<file path="config.mk">
export PLATFORM = sky130hd
export DESIGN_NAME = idct_2d_rowcol_ctrl
export DESIGN_NICKNAME = d
export VERILOG_FILES = /design/src/rtl/idct_2d_rowcol_ctrl.sv
export SDC_FILE = /design/constraint.sdc
export NUM_CORES = 1
export LEC_CHECK = 0
export CAP_MARGIN = 20
export CELL_PAD_IN_SITES_DETAIL_PLACEMENT = 1
export CELL_PAD_IN_SITES_GLOBAL_PLACEMENT = 1
export CORE_UTILIZATION = 39
export DETAILED_ROUTE_END_ITERATION = 8
export GPL_TIMING_DRIVEN = 0
export HOLD_SLACK_MARGIN = 0.02
export PLACE_DENSITY = 0.72
export SYNTH_ARGS = -nofsm -noshare
export SYNTH_HDL_FRONTEND = slang
export SYNTH_SLANG_ARGS = --single-unit
export TNS_END_PERCENT = 5
</file>
<file path="constraint.sdc">
create_clock -name clk -period 13 [get_ports clk]
set_input_delay 2.6 -clock clk [delete_from_list [all_inputs] [get_ports clk]]
set_output_delay 2.6 -clock clk [all_outputs]
set_load 0.02 [all_outputs]
</file>
<file path="src/rtl/idct_2d_rowcol_ctrl.sv">
// idct_2d_rowcol_ctrl
//
// Row/column sequencer for an 8x8 2D inverse DCT built around a single
// external combinational 1D IDCT core. Eight input rows go through the core
// one at a time. Each row result is written transposed into an 8x8 buffer.
// The eight buffer columns then go back through the same core and are
// presented downstream, one column per beat.
//
// Ports
//   clk        : sole clock, rising edge
//   rst_n      : synchronous active-low reset (control state only)
//   in_valid   : input row valid
//   in_ready   : block accepts an input row (high only in the row pass)
//   in_data    : one coefficient row, element 0 in the MSBs
//   core_in    : to 1D core; in_data in the row pass, a sign-extended
//                buffer column in the column pass
//   core_out   : from 1D core, element 0 in the MSBs
//   out_valid  : output column valid (high only in the column pass)
//   out_ready  : downstream accepts the column
//   out_data   : 2D result column out_idx (core_out pass-through)
//   out_idx    : column index 0..7
//   out_last   : high with column 7
//   busy       : a block is partially received or being emitted
module idct_2d_rowcol_ctrl #(
  parameter int IN_W  = 12,
  parameter int OUT_W = 11
) (
  input  logic                clk,
  input  logic                rst_n,
  input  logic                in_valid,
  output logic                in_ready,
  input  logic [8*IN_W-1:0]   in_data,
  output logic [8*IN_W-1:0]   core_in,
  input  logic [8*OUT_W-1:0]  core_out,
  output logic                out_valid,
  input  logic                out_ready,
  output logic [8*OUT_W-1:0]  out_data,
  output logic [2:0]          out_idx,
  output logic                out_last,
  output logic                busy
);

  typedef enum logic [0:0] {
    ST_ROW = 1'b0,
    ST_COL = 1'b1
  } state_t;

  state_t     state_q, state_d;
  logic [2:0] row_cnt_q, row_cnt_d;
  logic [2:0] col_cnt_q, col_cnt_d;
  logic       in_ready_q;
  logic       out_valid_q;
  logic       out_last_q;
  logic       busy_q;
  logic       in_fire;
  logic       out_fire;

  // Transpose buffer: tbuf_q[k][r] holds element k of row-pass result r,
  // so tbuf_q[c] is directly column c of the intermediate matrix.
  logic signed [OUT_W-1:0] tbuf_q [8][8];

  // Widening into the core is pure sign extension; the core owns all
  // scaling and truncation.
  function automatic logic signed [IN_W-1:0] sext(input logic signed [OUT_W-1:0] v);
    return IN_W'(v);
  endfunction

  assign in_fire  = in_valid && in_ready_q;
  assign out_fire = out_valid_q && out_ready;

  // Next-state logic for the pass sequencer
  always_comb begin
    state_d   = state_q;
    row_cnt_d = row_cnt_q;
    col_cnt_d = col_cnt_q;
    case (state_q)
      ST_ROW: begin
        if (in_fire) begin
          if (row_cnt_q == 3'd7) begin
            state_d   = ST_COL;
            row_cnt_d = 3'd0;
            col_cnt_d = 3'd0;
          end else begin
            row_cnt_d = row_cnt_q + 3'd1;
          end
        end
      end
      ST_COL: begin
        if (out_fire) begin
          if (col_cnt_q == 3'd7) begin
            state_d   = ST_ROW;
            col_cnt_d = 3'd0;
          end else begin
            col_cnt_d = col_cnt_q + 3'd1;
          end
        end
      end
      default: state_d = ST_ROW;
    endcase
  end

  // Control registers; handshake flags are registered from the next state
  // so neither ready nor valid has a path from any input.
  always_ff @(posedge clk) begin
    if (!rst_n) begin
      state_q     <= ST_ROW;
      row_cnt_q   <= 3'd0;
      col_cnt_q   <= 3'd0;
      in_ready_q  <= 1'b1;
      out_valid_q <= 1'b0;
      out_last_q  <= 1'b0;
      busy_q      <= 1'b0;
    end else begin
      state_q     <= state_d;
      row_cnt_q   <= row_cnt_d;
      col_cnt_q   <= col_cnt_d;
      in_ready_q  <= (state_d == ST_ROW);
      out_valid_q <= (state_d == ST_COL);
      out_last_q  <= (state_d == ST_COL) && (col_cnt_d == 3'd7);
      busy_q      <= (state_d != ST_ROW) || (row_cnt_d != 3'd0);
    end
  end

  // Buffer write: data only, never reset. Only accepted row beats write it,
  // so it holds still for the whole column pass.
  always_ff @(posedge clk) begin
    if (in_fire) begin
      for (int k = 0; k < 8; k++) begin
        tbuf_q[k][row_cnt_q] <= core_out[OUT_W*(7-k) +: OUT_W];
      end
    end
  end

  // Core input mux: depends only on state, buffer and col_cnt in the column
  // pass, which keeps out_data stable under backpressure.
  always_comb begin
    core_in = in_data;
    if (state_q == ST_COL) begin
      for (int r = 0; r < 8; r++) begin
        core_in[IN_W*(7-r) +: IN_W] = sext(tbuf_q[col_cnt_q][r]);
      end
    end
  end

  assign in_ready  = in_ready_q;
  assign out_valid = out_valid_q;
  assign out_last  = out_last_q;
  assign out_idx   = col_cnt_q;
  assign out_data  = core_out;
  assign busy      = busy_q;

endmodule

</file>
[Word-level counts from Yosys, hierarchy flattened]
Memory sizes are Yosys's and may differ from the RTL's. A register that Yosys moved wholly into a read port is not among the register bits.
Index checks and enable logic that the tools add are counted.
Widths: inputs -> output; s select.
Word-level totals
  bits in read-only memories: 0
  memories kept: 1
  latch bits: 0
  bits in registers: 10
  input port bits: 188
  logic and storage cells: 42
  output and inout port bits: 191
  RAM bits: 704
Operators by class
  bitwise logic cells: 3
  muxes and demuxes: 19
  reduce and logical (&&, ||, !) cells: 6
  add/subtract/negate cells: 2
  multiply operators: 0
  equality and inequality tests: 3
  shift operators: 0
  div/mod/pow operators: 0
  $lt $le $gt $ge: 2
Memories
  tbuf_q: depth 8, width 88, read ports 1, clocked after Yosys merged registers in 1, write ports 8, RTL line 60  | logic signed [OUT_W-1:0] tbuf_q [8][8];
Operators with widths (count)
  $mux 96: 1
  $mux 88: 1
  $demux 11 s3: 1
  $mux 3: 8
  $mux 11: 1
  $eq 3x3->1 const B: 3
  $add 3x1->3 const B: 2
  $pmux 3 s2: 1
  $mux 1: 5
  $ge 4x4->1 const B: 1
  $logic_and 1x1->1: 4
  $lt 4x1->1 const B: 1
  $not 3->4: 1
  $reduce_bool 3->1: 1
  $not 1->1: 2
  $pmux 1 s2: 1
  $logic_or 1x1->1: 1

[Depth between registers and ports, before layout]
  depth after elaboration: 6
  depth in mapped cells: 7
  depth with buffers taken out: 6

[Worst setup path after synthesis]
No wires, ideal clock.
  path kind: input-to-reg
  start: in in_valid
  end: mem tbuf_q[0][77] (netlist name) (enable)
  cell stages on the path: 2
  setup slack: 1.211 ns
  arrival: 11.039 ns
  library setup time: 0.750 ns
  path through: nand2_1 -> nor4_1
RTL lines
  start: declaration: RTL line 30  | input logic in_valid,
  end: declaration: RTL line 60

[Worst setup path after layout]
  start: in core_out[44]
  end: out out_data[44]
RTL lines
  start: declaration: RTL line 34  | input logic [8*OUT_W-1:0] core_out,
  end: declaration: RTL line 37  | output logic [8*OUT_W-1:0] out_data,
No word-level cell between the ends.

==> flow_metrics.py <==
metrics = {
    "global_route": {
        "grt-ovfl-total": 0,
        "grt_pass1_wl_um": 132000,
        "antenna_found_initial": 4,
        "grt_pass1_vias": 17038,
        "grt_max_degree": 36,
        "globalRouteTotalUtil_pct": 26.0,
    },
    "hold_path": {
        "hold_depth": 2,
        "hp-class": "flip-flop to flip-flop",
        "min_from": "row_cnt_q[1]$_SDFF_PN0_",
    },
    "power": {
        "pwr-share-clk_pct": 40.9,
        "pwr-share-seq_pct": 52.7,
        "intPower_uw": 3860,
        "p_sw_uw": 1060,
        "comb_power_share_pct": 6.4,
        "p_leak_uw": 0.0118,
        "power.share.switching_pct": 21.5,
        "p_per_area_nw_per_um2": 135,
        "peakVddDrop_mv": 0.0946,
    },
    "route": {
        "drc": 0,
        "ant_nets": 0,
        "first_pass_iters": 5,
        "vias": 16454,
        "drt_wl_total_um": 97100,
        "drt-wirelength-per-cell_um": 33.3,
        "via_per_inst": 5.64,
        "initialDrtViolationCount": 2049,
    },
    "sta": {
        "slew_headroom_pct": 26.5,
        "max_freq_mhz": 144,
        "setup_viol": 0,
        "layout_min_cycle_time_ps": 6940,
        "fin_setup_tns_ps": 0,
        "tightest_slew_ps": 1100,
        "maxSlewViolCount": 0,
        "min_period_over_period_pct": 53.4,
        "rsz0062_at_grt": "false",
        "hold_viol": 0,
        "fin_skew_ps": 18.9,
    },
    "logic_synthesis": {
        "ys_seq_area_share_pct": 74.8,
        "synth.distinct_cells": 35,
        "syn_area_per_cell_um2": 20.3,
        "synth_nets": 1601,
        "synth_top_area_share_pct": 74.1,
        "async_flop_share_pct": 0,
        "synth_cells": 1408,
        "yosysMostFrequentCell": "edfxtp_1",
        "synth_top_area_cell": "edfxtp_1",
        "synth_area_leaders": "edfxtp_1 (74%), mux4_2 (13%), mux2i_1 (3.4%)",
        "syn_area_um2": 28500,
        "synth-edff-count": 704,
        "yosys_warnings": 0,
        "ys.flop_type": "edfxtp_1",
        "synthTopCellsByCount": "edfxtp_1 (704), mux4_2 (168), mux2i_1 (97), buf_4 (96), nor2_1 (87)",
        "synth_seq_cells": 714,
    },
    "critical_path": {
        "crit_family": "buffers and inverters",
        "r2r-start": "row_cnt_q[0]$_SDFF_PN0_",
        "cp-start-kind": "input port",
        "worstPathArrival_ps": 4340,
        "worstSetupStartpoint": "core_out[44]",
        "path_cells": "clkdlybuf4s50_1 > buf_4 > clkdlybuf4s50_1",
        "crit_cells": 3,
        "r2r_cells": 6,
        "worstSetupPathType": "input port to output pin",
        "crit_slowest_cell": "clkdlybuf4s50_1",
        "cp_num_buf_inv": 3,
        "cp-end-kind": "output pin",
        "crit_top_cell": "clkdlybuf4s50_1",
        "crit_fanout": 9,
        "cp.required_ps": 10400,
        "max_stage_delay_ps": 930,
    },
    "layout": {
        "nets": 2107,
        "fin_util_pct": 50.7,
        "area_growth_syn_to_layout_pct": 27.8,
        "final_layout_size_suffix_gt1_share_pct": 24.4,
        "nFillCells": 6618,
    },
    "floorplan": {
        "initial_core_util_pct": 39.6,
        "core_region_area_um2": 72000,
        "ios": 379,
        "die_area_um2": 74300,
        "die_w_um": 273,
        "fp.dieH_um": 273,
        "rows": 98,
    },
    "place": {
        "port_buffers": 378,
        "place_hpwl_um": 63500,
        "globalplace.congestion": 0.814,
    },
    "clocking": {
        "cts.htree.levels": 3,
        "post-cts-setup-buffers": 0,
        "insertion_delay_ps": 620,
        "numCtsBuffers": 73,
        "hold_buffers": 0,
        "cts.sinks": 714,
        "cts_resized": 0,
        "clock_path_buffers": 3,
        "cts_tree": "done",
        "clk_pin_slew_ps": 60,
        "root_buffer": "clkbuf_16",
    },
    "flow_run": {
        "cap_violations": 0,
    },
    "run_status": {
        "status": "complete, no violations",
    },
}
-- cells in the final DEF (no fill, tap or decap), types with 4 or more instances in the layout --
master           Yosys  final
bufinv_16            0      4
buf_4               96    110
buf_12               0      6
clkinv_1             0     18
nor3_2               0      4
dfxtp_1             10     10
a21oi_1             81     81
ha_1                 5      5
nand2_1              5      5
inv_1               19     19
clkinv_2             0     10
buf_6               13     39
clkbuf_16            0     75
o21ai_1             16     16
o211ai_1             9      9
clkbuf_2             1     14
clkdlybuf4s50_1      0    378
buf_2               29     29
nor2_1              87     84
buf_8                0      6
mux2i_1             97     97
clkbuf_1            23     20
mux4_2             168    168
edfxtp_1           704    704
a22oi_1              9      9
-- routing by layer --
metal	up-vias	GRT usage (%)	routed length (µm)
met5	-	0	0
met4	0	9.51	3430
met3	165	5.38	9020
met2	1051	42.3	46900
met1	8602	34.7	37700
li1	6636	-	-
-- flip-flops by register name (all words and copies together) (netlist names) --
| name | count |
|---|---|
| busy | 1 |
| in_ready | 1 |
| out_idx | 3 |
| out_last | 1 |
| out_valid | 1 |
| row_cnt_q | 3 |
| tbuf_q | 704 |
-- final cells by class --
cell class | instances | area [µm²] | share of cell area, %
multi-input cells | 511 | 6060 | 16.6
diodes | 1 | 2.50 | 0.00686
flip-flops and latches | 714 | 21300 | 58.5
clock buffers | 85 | 1910 | 5.25
clock inverters | 40 | 330 | 0.906
plain buffers | 164 | 1130 | 3.09
well taps | 950 | 1190 | 3.26
inverters | 19 | 71.3 | 0.196
repair buffers | 431 | 4420 | 12.1
-- worst register-to-register path, delay by kind of cell, from the launching register on --
| kind | cells | cell delay [ps] |
|---|---|---|
| flops | 1 | 350 |
| buf+inv | 4 | 1060 |
| simple gates | 2 | 1220 |
-- worst paths after layout --
kind                                           endpoint  slack (ps)
worst min register to register  row_cnt_q[1]$_SDFF_PN0_         680
worst max-delay path                       out_data[44]        6060
worst max register to register  tbuf_q[2][71]$_DFFE_PP_       10060
worst min-delay path            row_cnt_q[1]$_SDFF_PN0_         680
-- cell families (layout without fill, tap and decap cells) --
| kind of cell | after synthesis | count (layout) | share of synthesized area (%) |
|---|---|---|---|
| flops | 714 | 714 | 74.8 |
| buf+inv | 183 | 739 | 4.14 |
| compound gates | 127 | 127 | 2.48 |
| simple gates | 112 | 112 | 1.63 |
| mux | 267 | 267 | 16.7 |
| other cells | 0 | 1 | 0 |
| fa+ha+maj | 5 | 5 | 0.219 |
-- power by group through the flow --
stage	logic, µW	registers (µW)	clock network, µW
after CTS	315	2590	2020
after floorplan	109	2650	0
final	313	2590	2010
after detailed placement	313	2640	0
after global routing	328	2600	2100
after global placement	293	2650	0
-- through the flow --
stage	hold slack, ps	instances	cell area (µm²)	setup WS, ps	total power [µW]
6_report	681	2915	36500	6060	4920
4_1_cts	679	2914	36500	6090	4930
2_1_floorplan	533	1408	28500	1210	2760
5_1_grt	723	2914	36500	6070	5030
3_5_place_dp	661	2789	34200	6100	2950
3_3_place_gp	574	2736	33500	-3430	2950
(Power assumes the default switching activity.)
